File: src/rtl/mem_requester_pkg.sv
// Shared types and default widths for the memory requester block.
package mem_req_pkg;

  localparam int ADDR_W_DEF    = 14;
  localparam int DATA_SIZE_DEF = 2;

  typedef enum logic [2:0] {IDLE, ISSUE, WAIT, DONE, ERR} req_state_t;
  typedef enum logic {OP_READ, OP_WRITE} mem_op_t;

endpackage

File: src/rtl/mem_requester_timer.sv
// Response timer: cleared before each wait, counts WAIT cycles,
// flags the minimum-wait point and the last legal cycle before timeout.
module mem_req_timer #(
  parameter int TIMEOUT_CYCLES = 64,
  parameter int MIN_WAIT       = 1
) (
  input  logic clk,
  input  logic reset_n,
  input  logic clear,
  input  logic enable,
  output logic expired,
  output logic min_ok
);

  localparam int TW = $clog2(TIMEOUT_CYCLES + 1);

  logic [TW-1:0] count;

  // Holds at the expiry value so the count can never wrap back into range.
  always_ff @(posedge clk or posedge reset_n) begin
    if (reset_n) begin
      count <= '0;
    end else if (clear) begin
      count <= '0;
    end else if (enable && !expired) begin
      count <= count + TW'(1);
    end
  end

  assign expired = (count == TW'(TIMEOUT_CYCLES - 1));
  assign min_ok  = (count >= TW'(MIN_WAIT));

endmodule

File: src/rtl/mem_requester.sv
// Per-processor memory requester: one buffered command, response timeout.
// Optional MEM_REQUESTER_STATS_EN adds saturating read/write/timeout counters.
module mem_requester
  import mem_req_pkg::*;
#(
  parameter int DATA_SIZE      = DATA_SIZE_DEF,
  parameter int ADDR_W         = ADDR_W_DEF,
  parameter int MIN_WAIT       = 1,
  parameter int TIMEOUT_CYCLES = 64
) (
  input  logic                   clk,
  input  logic                   reset_n,
  input  logic                   cpu_req_valid,
  output logic                   cpu_req_ready,
  input  logic                   cpu_we,
  input  logic [ADDR_W-1:0]      cpu_addr,
  input  logic [DATA_SIZE*8-1:0] cpu_wdata,
  output logic                   cpu_resp_valid,
  output logic                   cpu_resp_err,
  output logic [DATA_SIZE*8-1:0] cpu_rdata,
  output logic                   processor_req,
  output logic                   mem_read_req,
  output logic                   mem_write_req,
  output logic [ADDR_W-1:0]      addr,
  output logic [DATA_SIZE*8-1:0] mem_write_data,
  input  logic                   processor_resp,
  input  logic [DATA_SIZE*8-1:0] mem_read_data
`ifdef MEM_REQUESTER_STATS_EN
  ,
  output logic [15:0]            stat_reads,
  output logic [15:0]            stat_writes,
  output logic [15:0]            stat_timeouts
`endif
);

  req_state_t state;
  mem_op_t    cmd_op;
  logic       timer_expired;
  logic       timer_min_ok;

  mem_req_timer #(
    .TIMEOUT_CYCLES (TIMEOUT_CYCLES),
    .MIN_WAIT       (MIN_WAIT)
  ) u_timer (
    .clk     (clk),
    .reset_n (reset_n),
    .clear   (state == IDLE || state == ISSUE),
    .enable  (state == WAIT),
    .expired (timer_expired),
    .min_ok  (timer_min_ok)
  );

  // The registered memory-side outputs double as the captured command copy.
  always_ff @(posedge clk or posedge reset_n) begin
    if (reset_n) begin
      state          <= IDLE;
      cmd_op         <= OP_READ;
      cpu_req_ready  <= 1'b0;
      cpu_resp_valid <= 1'b0;
      cpu_resp_err   <= 1'b0;
      cpu_rdata      <= '0;
      processor_req  <= 1'b0;
      mem_read_req   <= 1'b0;
      mem_write_req  <= 1'b0;
      addr           <= '0;
      mem_write_data <= '0;
    end else begin
      cpu_resp_valid <= 1'b0;
      cpu_resp_err   <= 1'b0;
      case (state)
        IDLE: begin
          cpu_req_ready <= 1'b1;
          if (cpu_req_valid && cpu_req_ready) begin
            state          <= ISSUE;
            cmd_op         <= cpu_we ? OP_WRITE : OP_READ;
            cpu_req_ready  <= 1'b0;
            processor_req  <= 1'b1;
            mem_write_req  <= cpu_we;
            mem_read_req   <= !cpu_we;
            addr           <= cpu_addr;
            mem_write_data <= cpu_we ? cpu_wdata : '0;
          end
        end
        ISSUE: state <= WAIT;
        WAIT: begin
          // A response on the final cycle still counts, so check it first.
          if (processor_resp && timer_min_ok) begin
            if (cmd_op == OP_READ) cpu_rdata <= mem_read_data;
            state          <= DONE;
            cpu_resp_valid <= 1'b1;
            processor_req  <= 1'b0;
            mem_read_req   <= 1'b0;
            mem_write_req  <= 1'b0;
            addr           <= '0;
            mem_write_data <= '0;
          end else if (timer_expired) begin
            state          <= ERR;
            cpu_resp_valid <= 1'b1;
            cpu_resp_err   <= 1'b1;
            processor_req  <= 1'b0;
            mem_read_req   <= 1'b0;
            mem_write_req  <= 1'b0;
            addr           <= '0;
            mem_write_data <= '0;
          end
        end
        DONE, ERR: begin
          state         <= IDLE;
          cpu_req_ready <= 1'b1;
        end
        default: state <= IDLE;
      endcase
    end
  end

`ifdef MEM_REQUESTER_STATS_EN
  // Each completion state lasts exactly one cycle, so counting on the state is exact.
  always_ff @(posedge clk or posedge reset_n) begin
    if (reset_n) begin
      stat_reads    <= '0;
      stat_writes   <= '0;
      stat_timeouts <= '0;
    end else begin
      if (state == DONE && cmd_op == OP_READ && stat_reads != 16'hFFFF)
        stat_reads <= stat_reads + 16'd1;
      if (state == DONE && cmd_op == OP_WRITE && stat_writes != 16'hFFFF)
        stat_writes <= stat_writes + 16'd1;
      if (state == ERR && stat_timeouts != 16'hFFFF)
        stat_timeouts <= stat_timeouts + 16'd1;
    end
  end
`endif

endmodule

File: config.mk
export PLATFORM = sky130hd
export DESIGN_NAME = mem_requester
export DESIGN_NICKNAME = d
export VERILOG_FILES = /design/src/rtl/mem_requester_pkg.sv /design/src/rtl/mem_requester_timer.sv /design/src/rtl/mem_requester.sv
export SDC_FILE = /design/constraint.sdc
export NUM_CORES = 1
export LEC_CHECK = 0
export CAP_MARGIN = 10
export CORE_ASPECT_RATIO = 1.1
export CORE_MARGIN = 4
export CORE_UTILIZATION = 35
export CTS_CLUSTER_DIAMETER = 50
export CTS_CLUSTER_SIZE = 28
export DETAILED_ROUTE_END_ITERATION = 8
export GPL_ROUTABILITY_DRIVEN = 0
export PLACE_DENSITY_LB_ADDON = 0.12
export SYNTH_ARGS = -nofsm -noshare
export SYNTH_HDL_FRONTEND = slang
export SYNTH_SLANG_ARGS = --single-unit
File: constraint.sdc
create_clock -name clk -period 2.3 [get_ports clk]
set_input_delay 0.345 -clock clk [delete_from_list [all_inputs] [get_ports clk]]
set_output_delay 0.345 -clock clk [all_outputs]
set_load 0.05 [all_outputs]
# ---- Word level (Yosys, flattened, before mapping)
# Cells that the tools add are included.
# W data, S select, Z words.
dict set report totals {
  elab_cells 68
  input_bits 51
  out_inout_bits 52
  ff_bits 63
}
dict set report classes {
  bitwise 1
  eq_ne 7
  addsub 1
  reduce_logical 15
  muxes 31
  n_lt_le_gt_ge 1
}
# cell n
set ops {}
lappend ops {{$mux W16} 4}
lappend ops {{$mux W14} 3}
lappend ops {{$pmux W16 S2} 1}
lappend ops {{$pmux W14 S2} 1}
lappend ops {{$mux W7} 2}
lappend ops {{$mux W1} 12}
lappend ops {{$mux W3} 3}
lappend ops {{$pmux W3 S3} 1}
lappend ops {{$pmux W1 S2} 4}
lappend ops {{$add A7 B1 Y7 const B} 1}
lappend ops {{$eq A7 B6 Y1 const B} 1}
lappend ops {{$ge A7 B1 Y1 const B} 1}
lappend ops {{$eq A3 B2 Y1 const B} 2}
lappend ops {{$reduce_and A3 Y1} 2}
lappend ops {{$reduce_bool A2 Y1} 3}
lappend ops {{$reduce_and A2 Y1} 2}
lappend ops {{$eq A3 B1 Y1 const B} 1}
lappend ops {{$eq A3 B3 Y1 const B} 1}
lappend ops {{$logic_and A1 B1 Y1} 3}
lappend ops {{$logic_not A3 Y1} 1}
lappend ops {{$ne A3 B3 Y1 const B} 1}
lappend ops {{$logic_not A1 Y1} 2}
lappend ops {{$ne A2 B1 Y1 const B} 1}
lappend ops {{$reduce_or A2 Y1} 1}
lappend ops {{2 further kinds} 2}

# ---- Logic depth before layout (Yosys ltp)
# Gate-level depths: netlist of run 1.
dict set report logic_depth {
  word_depth 5
  depth_mapped 8
  ltp_nobuf 7
}

# ---- Cells and area by module
# A second synthesis of run 1 with hierarchy kept.
dict set report unflattened {
  cells_unflattened 195
  area_unflattened_um2 2642.5
}
# module n_inst area_each_um2 seq_area_each_um2 cells_per_inst
set modules_own_cells {}
lappend modules_own_cells {mem_requester 1 2222.1 1401.3 155}
lappend modules_own_cells {mem_req_timer 1 420.4 175.2 40}

# ---- Worst setup path after synthesis of run 1
# Ideal clock, no wire load.
dict set report synth_timing {
  path_type {reg2reg}
  start {reg u_timer.count[1]}
  end {reg cpu_rdata[0]}
  path_buffers 1
  arrival_ns 1.704
  setup_slack_ns 0.468
  setup_time_ns 0.128
  required_ns 2.172
  stages_incl_launch_ff 8
  period_less_slack_ns 1.832
  path_cell_list {dfrtp_1 > inv_1 > ha_1 > nor4_1 > a21boi_1 > nand3b_2 > buf_2 > mux2_1}
}
dict set report synth_via {
  elab_chain_len 3
}
# element line_no
set synth_lines {}
lappend synth_lines {{start: declaration} mem_requester_timer.sv:17} ;# logic [TW-1:0] count;
lappend synth_lines {{start signal: assignment} mem_requester_timer.sv:26} ;# count <= count + TW'(1);
lappend synth_lines {{$ge A7 B1 Y1} mem_requester_timer.sv:31} ;# assign min_ok = (count >= TW'(MIN_WAIT));
lappend synth_lines {{$logic_and A1 B1 Y1} mem_requester.sv:87} ;# if (processor_resp && timer_min_ok) begin
lappend synth_lines {{$reduce_and A3 Y1 (no source line)} n/a}
lappend synth_lines {{end signal: assignment} mem_requester.sv:88} ;# if (cmd_op == OP_READ) cpu_rdata <= mem_read_data;
lappend synth_lines {{end: declaration} mem_requester.sv:20} ;# output logic [DATA_SIZE*8-1:0] cpu_rdata,
# No other way between the ends.
# A chain may end at the register's enable or synchronous reset.

# ---- Final worst setup path of run 1
dict set report layout_timing {
  start {reg u_timer.count[0]}
  end {reg addr[7]}
}
dict set report layout_via {
  elab_chain_len 4
  elab_cells_between_ends 7
  classes_between {1 x order compare; 2 x eq/ne; 2 x mux; 2 x reduce/logical}
}
# element line_no
set layout_lines {}
lappend layout_lines {{$ge A7 B1 Y1} mem_requester_timer.sv:31}
lappend layout_lines {{$logic_and A1 B1 Y1} mem_requester.sv:87}
lappend layout_lines {{$ne A3 B3 Y1 (no source line) / $mux W14 (equally long branches)} n/a}
lappend layout_lines {{$reduce_and A3 Y1 (no source line) / $pmux W14 S2 (equally long branches)} n/a}
lappend layout_lines {{end signal: assignment} mem_requester.sv:80} ;# addr <= cpu_addr;
lappend layout_lines {{end: declaration} mem_requester.sv:24} ;# output logic [ADDR_W-1:0] addr,
# Parallel ways exist; a longest one is shown, timed or not.

==> results.toml, run 1 <==
[run_status]
status = "finished, final reports clean"

[clocking]
cts_sinks = 63
cts_max_level = 3
tritoncts = "done"
numCtsBuffers = 9
cts_root_buffer = "clkbuf_8"
cts_hold_buf = 0
postCtsSetupBuffers = 0
cts_buffer_depth = 2
clkTransAtPathRegs_ns = 0.07
clk-insertion-delay-late_ns = 0.34

[power_and_ir_drop]
powerDensity_mw_per_mm2 = 1572
leakagePower_nw = 1.649
ir_drop_mv = 0.8891
fin_total_pwr_mw = 6.107

[job]
max-cap-violations = 0

[timing]
fin_crit_ns = 2.039
setup_viol = 0
fin_tns_setup_ns = 0
maxSlewViolCount = 0
rsz0062_at_grt = "false"
relSlewSlack_pct = 56.65
min_period_over_period_pct = 88.64
finClkSkew_ns = 0.006111
worstMarginPinSlew_ns = 0.6503
max_freq_ghz = 0.4905
hold_violations = 0

[floorplan]
dieArea_mm2 = 0.008603
io_pins = 103
rows = 32
start_util_pct = 35.88
die_w_um = 88.80
coreArea_mm2 = 0.007007
chipHeight_um = 96.88

[routing]
routed_wl_um = 6695
viasPerCell = 5.040
num_vias = 2031
wl_per_cell_um = 16.61
ant_nets = 0
drc_errors = 0
dr.first_iter.drc_count = 67
firstDrtPassIters = 4

[critical_path]
required_ns = 2.56
path_max_fanout = 19
cp_num_buf_inv = 1
cp_slowest_cell = "o21ai_4"
crit_family = "compound AO/OA/AOI/OAI gates"
arrival_ns = 2.30
start_kind = "flop"
path_cells = "ha_1 > nor4_1 > a21boi_1 > o21ai_4 > inv_2 > o21ai_0"
end_kind = "flop"
critPathKind = "flop to flop"
critPathMaxStageDelay_ns = 0.47

[layout]
diodes = 0
final_nets = 367
design_area_mm2 = 0.003884
drive_above_1_share_pct = 11.01
syn_to_final_growth_pct = 54.50

[grt]
grt_use_met3_pct = 4.940
overflow = 0
grt_antenna_before_repair = 0
grt_usage_pct = 16.27
grt_pass1_wl_um = 10720
grt_use_met1_pct = 18.89
top_usage_layer = "met2"
grt_max_degree = 36
grtUsageMet2_pct = 26.80
grt_pass1_vias = 2193

[synthesis]
synth_area_leader_cell = "dfrtp_1"
yosysMostFrequentCell = "dfrtp_1"
postSynthNetCount = 256
syn_area_mm2 = 0.002514
synth_seq_cells = 63
synth-edff-count = 0
ys.flop_type = "dfrtp_1"
synth-seq-area-share_pct = 62.72
syn_avg_cell_area_um2 = 12.38
ys_top_cells_by_area = "dfrtp_1, a32o_1, nand2_1"
netlist_instances = 203
ys_types = 36
synth_top_area_share_pct = 62.72
yosys-top-cells-count = "dfrtp_1, nand2_1, a32o_1"
synth_warnings = 0
synthArstFlopShare_pct = 100.0

[placed_design]
port_buffers = 102
dp.final_hpwl_um = 4722
dpl_cell_area_mm2 = 0.003664

[min_path]
hold_path.class = "primary input to asynchronous set/reset pin"
[routing by layer]
layer  vias to the layer above  wire [um]
li1                        960          -
met1                       984       2671
met2                        76       3368
met3                        11        530
met4                         0        124
met5                         -          0
[path summary, 6_finish.rpt]
path / start / to / slack, ns / cells past startpoint
worst max-delay path: u_timer.count[0] / addr[7] / 0.26 / 6
worst min-delay path: reset_n / cpu_rdata[1] / 0.32 / 2
worst max register to register: u_timer.count[0] / addr[7] / 0.26 / 6
worst min register to register: cmd_op / cmd_op / 0.47 / 1
max in group asynchronous: reset_n / cpu_rdata[12] / 1.39 / 3
min in group clk: cmd_op / cmd_op / 0.47 / 1
[placed cells by master (no fill, tap or decap), types with 4 or more instances in the layout]
cell type | netlist | layout
buf_4 | 2 | 7
nand2_1 | 33 | 33
a32o_1 | 16 | 16
clkdlybuf4s50_1 | 0 | 102
o21ai_1 | 8 | 8
mux2_2 | 6 | 6
a21oi_1 | 4 | 4
nor4_1 | 4 | 4
dfrtp_1 | 63 | 63
nor2_1 | 6 | 6
clkbuf_8 | 0 | 10
mux2_1 | 10 | 10
o21ai_0 | 8 | 8
[stage by stage]
step           utilization (%)  hold WS, ns  worst slack [ns]  instances
2_1_floorplan                -       0.4411            0.3853        203
3_3_place_gp             52.29       0.4525            0.1293        388
3_5_place_dp             52.29       0.4617           0.01013        388
4_1_cts                  55.43       0.3219            0.2469        403
5_1_grt                  55.43       0.3543           0.05470        403
6_report                 55.43       0.3153            0.2613        403
[cell families after synthesis]
family | synth area share (%)
XOR/XNOR | 1.045
adder cells (fa/ha/maj) | 0.9954
flip-flops | 62.72
multiplexers | 7.168
AO/OA/AOI/OAI | 14.83
AND/OR/NAND/NOR | 10.65
buffers and inverters | 2.588
[cell type report]
type / instances / area [um^2]
flip-flops and latches: 63 / 1577
inverters: 4 / 15.01
clock inverters: 3 / 67.56
clock buffers: 12 / 145.1
well taps: 85 / 106.4
repair buffers: 110 / 1094
fillers: 614 / 3123
multi-input cells: 126 / 879.6
[flip-flops by register name, summed over array words and instances, names as in the netlist]
name and count:
cpu_rdata 16, mem_write_data 16, addr 14, u_timer.count 7
state 3, cmd_op 1, cpu_req_ready 1, cpu_resp_err 1
cpu_resp_valid 1, mem_read_req 1, mem_write_req 1, processor_req 1
[power by group]
group	total [mW]	leakage [nW]	internal, mW	switching (mW)
Sequential	1.82	0.806	1.55	0.263
Combinational	3.24	0.740	1.14	2.10
Clock	1.05	0.103	0.635	0.413
Total	6.11	1.65	3.33	2.78
[repair_timing]
action,in CTS,in global routing
hold endpoints to repair,0,0
gates resized for setup,1,0
endpoints found under the setup margin,1,0
Power figures use the tool's default switching activity.
==> inputs of run 2 (changes only) <==
Settings changed: CORE_MARGIN 4 to 3, PLACE_DENSITY_LB_ADDON 0.12 to 0.08.
==> results.toml, run 2 (synthesis results as in run 1) <==
[critical_path]
r2r_cells = 6
path_max_fanout = 16
cp_num_buf_inv = 1
start_kind = "flop"
arrival_ns = 2.29
end_kind = "flop"
critPathMaxStageDelay_ns = 0.45
cp_slowest_cell = "dfrtp_1"
critPathKind = "flop to flop"
crit_family = "compound AO/OA/AOI/OAI gates"
path_cells = "ha_1 > nor4_1 > a21boi_1 > o21ai_4 > inv_2 > o21ai_0"
crit_cells = 6
required_ns = 2.54

[grt]
grt_pass1_vias = 2064
top_usage_layer = "met2"
grt_pass1_wl_um = 10030
grt_use_met3_pct = 4.188
overflow = 0
grt_use_met1_pct = 18.80
grt_antenna_before_repair = 0
grt_max_degree = 64
grtUsageMet2_pct = 26.90
grt_usage_pct = 15.83

[timing]
worstMarginPinSlew_ns = 0.7587
finClkSkew_ns = 0.009545
relSlewSlack_pct = 49.42
min_period_over_period_pct = 88.86
setup_viol = 0
max_freq_ghz = 0.4893
rsz0062_at_grt = "false"
fin_ws_ns = 0.2562
fin_hold_ws_ns = 0.4082
fin_crit_ns = 2.044
hold_violations = 0
fin_tns_setup_ns = 0
maxSlewViolCount = 0

[clocking]
cts_root_buffer = "clkbuf_8"
cts_hold_buf = 0
cts_max_level = 3
clk-insertion-delay-late_ns = 0.33
tritoncts = "done"
clkTransAtPathRegs_ns = 0.07
cts_buffer_depth = 2
numCtsBuffers = 9
cts_sinks = 63

[power_and_ir_drop]
leakagePower_nw = 1.664
fin_total_pwr_mw = 5.991
powerDensity_mw_per_mm2 = 1550
ir_drop_mv = 0.8743

[placed_design]
dp_cells = 385
dp.final_hpwl_um = 4485
port_buffers = 102
dp_slack_ns = 0.04511

[floorplan]
start_util_pct = 37.03
io_pins = 103
chipHeight_um = 94.88
die_w_um = 86.80
coreArea_mm2 = 0.006788
rows = 31
dieArea_mm2 = 0.008236

[layout]
final_nets = 367
largestRegisters = "cpu_rdata x16, mem_write_data x16, addr x14"
layout.cells.non_filler = 401
mostFrequentLayoutCells = "clkdlybuf4s50_1, dfrtp_1, nand2_1"
diodes = 0
layout_commonest_cell = "clkdlybuf4s50_1"
drive_above_1_share_pct = 11.29
syn_to_final_growth_pct = 53.81

[job]
max-cap-violations = 0

[routing]
ant_nets = 0
dr.first_iter.drc_count = 89
viasPerCell = 5.087
num_vias = 2040
routed_wl_um = 6486
firstDrtPassIters = 4
drc_errors = 0
wl_per_cell_um = 16.17

[min_path]
hold_path.class = "primary input to asynchronous set/reset pin"

[run_status]
status = "finished, final reports clean"
-- run 2: changes by cell type in the layout (fill, tap and decap cells not counted) --
cell / change
nand3b_4: +1
clkinv_2: +3
bufinv_16: -1
clkinvlp_4: -1
nand3b_2: -1
-- run 2: what timing repair did --
item / 4_1_cts / 5_1_grt
gates resized for setup: 0 / 2
setup buffers: 0 / 0
endpoints found under the setup margin: 0 / 27
-- run 2: worst paths after layout --
kind | start | to | slack [ns]
setup / recovery | u_timer.count[0] | addr[7] | 0.26
hold / removal | reset_n | cpu_rdata[11] | 0.41
setup reg to reg | u_timer.count[0] | addr[7] | 0.26
hold reg to reg | cmd_op | cmd_op | 0.48
max in group asynchronous | reset_n | cpu_rdata[15] | 1.63
min in group clk | cmd_op | cmd_op | 0.48
-- run 2: report_power, final --
group / switching (mW) / internal [mW] / leakage [nW]
clock: 0.406 / 0.526 / 0.100
combinational: 2.10 / 1.15 / 0.758
sequential: 0.252 / 1.55 / 0.806
total: 2.76 / 3.23 / 1.66
-- run 2: worst reg2reg max path, cell delays in order (launching register included) --
cell and delay [ns]:
dfrtp_1 0.45, ha_1 0.24, nor4_1 0.24, a21boi_1 0.18, o21ai_4 0.40, inv_2 0.23, o21ai_0 0.23
-- run 2: final cells by class --
class,instances,area [um^2]
Sequential cell,63,1577
Fill cell,613,2922
Tap cell,82,102.6
Multi-Input combinational cell,126,888.4
Inverter,4,15.01
Clock inverter,4,45.04
Clock buffer,12,145.1
Timing Repair Buffer,110,1094
-- run 2: metal layers --
metal | up-vias | routed length [um]
met5 | - | 0
met4 | 0 | 117
met3 | 10 | 334
met2 | 52 | 3425
met1 | 1016 | 2609
li1 | 962 | -
-- run 2: through the flow --
stage | util, % | area [um^2]
2_1_floorplan | - | 2514
3_3_place_gp | 53.92 | 3660
3_5_place_dp | 53.92 | 3660
4_1_cts | 56.72 | 3850
5_1_grt | 56.96 | 3866
6_report | 56.96 | 3866
==> inputs of run 3 (changes only) <==
Settings changed: HOLD_SLACK_MARGIN from default to 0.05, SETUP_SLACK_MARGIN from default to 0.5.
==> results.toml, run 3 (synthesis results as in run 1) <==
[run_status]
status = "finished, final reports clean"

[clocking]
numCtsBuffers = 9
cts_root_buffer = "clkbuf_8"
clkTransAtPathRegs_ns = 0.07
clk-insertion-delay-late_ns = 0.33
tritoncts = "done"
cts_hold_buf = 0
cts_buffer_depth = 2
cts_sinks = 63
cts_max_level = 3

[routing]
routed_wl_um = 6747
num_vias = 2072
dr.first_iter.drc_count = 121
wl_per_cell_um = 16.50
viasPerCell = 5.066
ant_nets = 0
firstDrtPassIters = 4
drc_errors = 0

[layout]
layout_commonest_cell = "dfrtp_1"
drive_above_1_share_pct = 14.68
final.fill_count = 626
syn_to_final_growth_pct = 55.10
mostFrequentLayoutCells = "dfrtp_1, dlygate4sd2_1, clkdlybuf4s50_1"
diodes = 0
layout.cells.non_filler = 409
largestRegisters = "cpu_rdata x16, mem_write_data x16, addr x14"
design_area_mm2 = 0.003899
utilization_pct = 57.44
final_nets = 375

[floorplan]
start_util_pct = 37.03
rows = 31
chipHeight_um = 94.88
die_w_um = 86.80
io_pins = 103
dieArea_mm2 = 0.008236
coreArea_mm2 = 0.006788

[placed_design]
dp_cells = 386
dpl_cell_area_mm2 = 0.003675
dp_slack_ns = -0.07082
port_buffers = 102
dp.final_hpwl_um = 4600

[critical_path]
startpoint = "u_timer.count[1]"
required_ns = 2.50
crit_cells = 7
critPathKind = "flop to flop"
r2r_cells = 7
crit_family = "flip-flops"
reg2reg_to = "cpu_rdata[14]"
cp_num_buf_inv = 2
arrival_ns = 1.95
end_kind = "flop"
reg2reg_from = "u_timer.count[1]"
critPathMaxStageDelay_ns = 0.43
r2r_slack_ns = 0.55
cp_slowest_cell = "dfrtp_1"
path_max_fanout = 8
start_kind = "flop"
path_cells = "inv_1 > ha_1 > nor4_2 > a21boi_2 > buf_6 > nand3b_4 > mux2_1"

[power_and_ir_drop]
p_switching_mw = 2.792
power_frac_clock_pct = 16.1
powerDensity_mw_per_mm2 = 1489
comb_power_share_pct = 52.9
switching_share_pct = 48.09
p_int_mw = 3.014
leakagePower_nw = 1.881
fin_total_pwr_mw = 5.806
seqPwrFrac_pct = 31.0
ir_drop_mv = 0.7877

[timing]
fin_tns_setup_ns = 0
maxSlewViolCount = 0
fin_ws_ns = 0.5535
hold_violations = 0
min_period_over_period_pct = 75.94
finClkSkew_ns = 0.01134
max_freq_ghz = 0.5726
relSlewSlack_pct = 64.55
worstMarginPinSlew_ns = 0.5339
fin_crit_ns = 1.747
setup_viol = 0
fin_hold_ws_ns = 0.3336
rsz0062_at_grt = "true"

[grt]
grt_max_degree = 29
grt_usage_pct = 16.73
grt_antenna_before_repair = 0
grt_pass1_wl_um = 10630
overflow = 0
grt_pass1_vias = 2104

[min_path]
hold_path.class = "primary input to asynchronous set/reset pin"

[job]
max-cap-violations = 0
-- run 3: cell types whose count changed in the layout (fill, tap and decap cells not counted), sizes merged --
| cell | previous run | this run |
|---|---|---|
| dlymetal6s2s | 0 | 1 |
| clkdlybuf4s50 | 102 | 50 |
| clkinvlp | 0 | 1 |
| inv | 4 | 3 |
| dlygate4sd2 | 0 | 51 |
| buf | 8 | 15 |
| nand3b | 1 | 2 |
-- run 3: worst max path at each step --
stage / end / slack [ns]
floorplan: cpu_rdata[0] / 0.51
global placement: addr[7] / -0.006
detailed placement: addr[12] / -0.07
CTS: cpu_resp_err / 0.50
global route: cpu_rdata[14] / 0.48
finish: cpu_rdata[14] / 0.55
-- run 3: area by class of cell --
class	count	area, um^2	share of cell area (%)
inverter	4	18.77	0.4814
clock buffer	12	145.1	3.723
sequential	63	1577	40.44
clock inverter	4	45.04	1.155
multi-input combinational	127	922.1	23.65
tap	82	102.6	2.632
timing repair buffer	117	1089	27.92
-- run 3: timing repair --
action	4_1_cts	5_1_grt
pin swaps	2	0
cloned	1	0
setup endpoints to repair	102	35
gates resized for setup	55	4
setup buffers	3	3
-- run 3: per-layer routing --
metal | vias up | global-route usage, % | part of all wire (%)
met5 | - | 0 | 0
met4 | 0 | 7.792 | 2.5
met3 | 14 | 4.101 | 5.2
met2 | 68 | 26.39 | 49
met1 | 1006 | 21.56 | 43
li1 | 984 | - | -
-- run 3: power groups by stage --
stage / registers (mW) / logic [mW] / clock network, mW
2_1_floorplan: 3.24 / 0.691 / 0
3_3_place_gp: 1.81 / 3.25 / 0
3_5_place_dp: 1.82 / 3.27 / 0
4_1_cts: 1.80 / 3.06 / 0.955
5_1_grt: 1.86 / 3.24 / 1.01
6_report: 1.80 / 3.07 / 0.936
-- run 3: worst reg2reg max path, stage by stage (launching register included) --
cell      delay, ns
dfrtp_1        0.43
inv_1          0.08
ha_1           0.15
nor4_2         0.04
a21boi_2       0.23
buf_6          0.18
nand3b_4       0.16
mux2_1         0.35
